## config.mk

```make
export PLATFORM = sky130hd
export DESIGN_NAME = lcd_timing_divider
export DESIGN_NICKNAME = d
export VERILOG_FILES = /design/src/rtl/lcd_timing_divider.sv
export SDC_FILE = /design/constraint.sdc
export NUM_CORES = 1
export LEC_CHECK = 0
export CORE_ASPECT_RATIO = 0.75
export CORE_MARGIN = 10
export CORE_UTILIZATION = 63
export CTS_BUF_LIST = sky130_fd_sc_hd__clkbuf_4
export DETAILED_ROUTE_END_ITERATION = 8
export PLACE_DENSITY = 0.92
export SKIP_CTS_REPAIR_TIMING = 1
export SLEW_MARGIN = 25
export SYNTH_ARGS = -nofsm -noshare
export SYNTH_HDL_FRONTEND = slang
export SYNTH_SLANG_ARGS = --single-unit
```

## constraint.sdc

```tcl
create_clock -name clk -period 6.06 [get_ports clk]
set_clock_uncertainty 0.2 [all_clocks]
set_input_delay 1.212 -clock clk [delete_from_list [all_inputs] [get_ports clk]]
set_output_delay 1.212 -clock clk [all_outputs]
set_load 0.1 [all_outputs]
```

## src/rtl/lcd_timing_divider.sv

```systemverilog
`default_nettype none
// ============================================================================
// Module   : lcd_timing_divider
// Purpose  : Loadable clock-enable prescaler (tick / clk_div) plus one-shot
//            delay timer counted in prescaler ticks.
// Revision : 1.0
// ============================================================================
module lcd_timing_divider #(
  parameter int WIDTH       = 16,
  parameter int DEFAULT_DIV = 3599,
  parameter int DELAY_WIDTH = 8
) (
  input  logic                   clk,
  input  logic                   reset,
  input  logic                   enable,
  input  logic                   div_load,
  input  logic [WIDTH-1:0]       div_value,
  input  logic                   delay_start,
  input  logic [DELAY_WIDTH-1:0] delay_ticks,
  output logic                   tick,
  output logic                   clk_div,
  output logic                   busy,
  output logic                   delay_done
);

  localparam logic [WIDTH-1:0]       C_DEFAULT_DIV = WIDTH'(DEFAULT_DIV);
  localparam logic [DELAY_WIDTH-1:0] C_REM_LAST    = DELAY_WIDTH'(1);

  typedef enum logic [0:0] {
    S_IDLE = 1'b0,
    S_WAIT = 1'b1
  } state_t;

  state_t                 state_q, state_d;
  logic [WIDTH-1:0]       cnt_q, cnt_d;
  logic [WIDTH-1:0]       shadow_q, shadow_d;
  logic [WIDTH-1:0]       div_active_q, div_active_d;
  logic [DELAY_WIDTH-1:0] rem_q, rem_d;
  logic                   tick_q, tick_d;
  logic                   clk_div_q, clk_div_d;
  logic                   busy_q, busy_d;
  logic                   done_q, done_d;
  logic                   run;
  logic                   wrap;

  always_ff @(posedge clk) begin
    if (reset) begin
      state_q      <= S_IDLE;
      cnt_q        <= '0;
      shadow_q     <= C_DEFAULT_DIV;
      div_active_q <= C_DEFAULT_DIV;
      rem_q        <= '0;
      tick_q       <= 1'b0;
      clk_div_q    <= 1'b0;
      busy_q       <= 1'b0;
      done_q       <= 1'b0;
    end else begin
      state_q      <= state_d;
      cnt_q        <= cnt_d;
      shadow_q     <= shadow_d;
      div_active_q <= div_active_d;
      rem_q        <= rem_d;
      tick_q       <= tick_d;
      clk_div_q    <= clk_div_d;
      busy_q       <= busy_d;
      done_q       <= done_d;
    end
  end

  always_comb begin
    run  = enable | busy_q;
    // ">=" lets a freshly lowered divisor force a wrap on the next edge
    wrap = run & (cnt_q >= div_active_q);

    // A load coinciding with a wrap is forwarded straight into div_active
    shadow_d     = div_load ? div_value : shadow_q;
    div_active_d = div_active_q;
    if (wrap || !run) begin
      div_active_d = shadow_d;
    end

    cnt_d = cnt_q;
    if (wrap) begin
      cnt_d = '0;
    end else if (run) begin
      cnt_d = cnt_q + 1'b1;
    end

    tick_d    = wrap;
    clk_div_d = clk_div_q ^ wrap;

    state_d = state_q;
    rem_d   = rem_q;
    busy_d  = busy_q;
    done_d  = 1'b0;

    case (state_q)
      S_IDLE: begin
        if (delay_start) begin
          if (delay_ticks != '0) begin
            cnt_d   = '0;
            rem_d   = delay_ticks;
            busy_d  = 1'b1;
            state_d = S_WAIT;
          end else begin
            done_d = 1'b1;
          end
        end
      end
      S_WAIT: begin
        if (wrap) begin
          rem_d = rem_q - 1'b1;
          if (rem_q == C_REM_LAST) begin
            busy_d  = 1'b0;
            done_d  = 1'b1;
            state_d = S_IDLE;
          end
        end
      end
      default: begin
        state_d = S_IDLE;
      end
    endcase
  end

  assign tick       = tick_q;
  assign clk_div    = clk_div_q;
  assign busy       = busy_q;
  assign delay_done = done_q;

endmodule
`default_nettype wire

```

==> reports/results.ini <==
[pwr]
p_leak_nw=1.42
powerDensity_nw_per_um2=239
irDropWorstVdd_uv=192
power_uw=827

[placed_design]
port-buffer-count=32
placed_area_um2=3350
hpwl_mm=4.98
place_ws_ps=2240
place_congestion=0.897

[grt]
antenna_found_initial=0
grt_use_total_pct=17.2
grt_pass1_vias=2419
grt_max_degree=32
grt-ovfl-total=0
grt_pass1_wl_mm=11.2

[setup_path]
cp-end-kind=primary output
crit_path_cell_trace=clkdlybuf4s50_1
timing.rr.end=cnt_q[4]$_SDFF_PP0_
reg2reg_from=div_active_q[15]$_SDFFE_PP0P_
cp_data_arrival_time_ps=1950
worstPathMaxFanout=4
crit_family=buffers and inverters
regToRegSetupSlack_ps=3110
critPathMaxStageDelay_ps=1160
reg2regPathDepth=8
crit_type=register to primary output
cp.required_ps=4650
crit_slowest_cell=clkdlybuf4s50_1
critPathLaunchType=register
critPathBufInv=1

[clocking]
numCtsBuffers=9
cts_tree=done
insertion_delay_ps=410
cts_max_level=3
path_clk_slew_ps=100
clockBufferDepth=2
root_buffer=clkbuf_4
cts_sinks=61

[sta]
slew_headroom_pct=34.7
rsz0062_at_grt=false
max_freq_mhz=298
hold_violations=0
fin_ws_ps=2700
slew_viol_final=0
period_share_pct=55.4
tightest_slew_ps=976
tns_ps=0
setup_violations=0
min_period_ps=3360

[detailed_routing]
wl_met1_mm=3.01
dr.pass1.iters=4
drt-total-wl_mm=6.64
post-route-drc-count=0
drt-vias-per-instance=5.82
wl_met2_mm=3.06
first_iter_violations=136
wl_met3_um=429
vias=2451
avgRoutedWirePerCell_um=15.8
top_layer=met4
drtAntennaViolNets=0

[synthesis]
synth-edff-count=0
synth_nets=381
synth-seq-cells=61
syn_inst=333
ys.flop_type=dfxtp_1
async_flop_share_pct=0
synth_cell_types=49
synth_warnings=0
synth.avg_cell_area_um2=9.16
syn-cell-area_um2=3050
seq_area_frac_synth_pct=40.0

[die]
rows=21
die_w_um=100
die_h_um=80.3
core_area_um2=4570
io_pins=33
die_area_um2=8050
initial_utilization_pct=66.7

[finish]
final_util_pct=75.8
design_area_um2=3460
layout_common_cells=61 x dfxtp_1, 44 x nor2_1, 31 x clkdlybuf4s50_1, 26 x nand2_1, 22 x inv_1
layout_commonest_cell=dfxtp_1
drive_above_1_share_pct=8.52
final_nets=408
area_growth_pct=13.6
antenna_cells=0

[worst_hold_path]
min_path_cells=2
hp-class=register to register
min_to=div_active_q[1]$_SDFFE_PP1P_
hold_path.startpoint=div_active_q[1]$_SDFFE_PP1P_

[status]
status=complete, no violations

[flow_run]
cap_violations=0

==> routing by layer <==
metal	global-route usage, %	vias up
met4	7.46	0
met1	21.1	1128
met3	5.73	20
li1	-	1222
met2	27.0	81
met5	0	-
==> where the power goes <==
group / internal [mW] / switching, mW / total [mW] / leakage (nW)
sequential: 0.422 / 0.0160 / 0.438 / 0.500
combinational: 0.0587 / 0.0673 / 0.126 / 0.848
clock: 0.119 / 0.144 / 0.263 / 0.0666
total: 0.599 / 0.228 / 0.827 / 1.42
==> metrics by stage <==
step,instances,hold WS [ps]
after floorplan,333,231
after global placement,406,258
after detailed placement,406,265
after CTS,421,289
after global routing,421,304
final,421,288
==> how the worst max path moves through the flow <==
stage / startpoint / slack (ps) / end / cells past startpoint
floorplan: delay_ticks[4] / 3150 / cnt_q[10]$_SDFF_PP0_ / 7
global placement: reset / 2270 / rem_q[2]$_SDFFE_PP0P_ / 4
detailed placement: reset / 2240 / rem_q[2]$_SDFFE_PP0P_ / 4
CTS: busy$_SDFFE_PP0P_ / 2670 / busy / 1
global route: busy$_SDFFE_PP0P_ / 2610 / busy / 1
finish: busy$_SDFFE_PP0P_ / 2700 / busy / 1
==> cell families after synthesis <==
kind of cell               Yosys count  synth area share (%)
buffers and inverters               38                  5.83
muxes                               25                  8.45
DFF                                 61                  40.0
xor gates and xnor gates            16                  4.60
and+or+nand+nor                    125                  20.9
adders and majority gates           19                  7.80
AOI/OAI and AO/OA                   49                  12.4
==> final cells by class <==
type | instances | area [µm²]
multi-input cells | 234 | 1650
flip-flops and latches | 61 | 1220
fillers | 357 | 1110
repair buffers | 32 | 315
inverters | 22 | 82.6
well taps | 57 | 71.3
clock buffers | 9 | 67.6
clock inverters | 6 | 55.1
==> cells in the mapped netlist (3+ instances only) <==
cell,number,area [µm²]
a211oi_1,11,82.6
a21oi_1,10,50.1
a22oi_1,3,22.5
a31oi_1,4,25.0
and2_1,3,18.8
and3_1,5,31.3
and4_1,3,26.3
buf_1,3,11.3
clkbuf_1,9,33.8
dfxtp_1,61,1220
ha_1,19,238
inv_1,22,82.6
mux2_2,6,67.6
mux2i_1,19,190
nand2_1,26,97.6
nand2b_1,8,50.1
nand3_1,10,50.1
nand3b_1,3,22.5
nand4_1,5,31.3
nor2_1,44,165
nor2b_1,3,18.8
o21ai_0,3,15.0
o31a_1,3,26.3
o32ai_1,5,43.8
xnor2_1,5,43.8
xor2_1,11,96.3
==> registers in the layout, summed over array words and instances (netlist names) <==
| register | flops |
|---|---|
| busy | 1 |
| state_q | 1 |
| shadow_q | 16 |
| clk_div | 1 |
| delay_done | 1 |
| div_active_q | 16 |
| rem_q | 8 |
| tick | 1 |
| cnt_q | 16 |
Note: power is estimated with default switching activity, not from simulation.
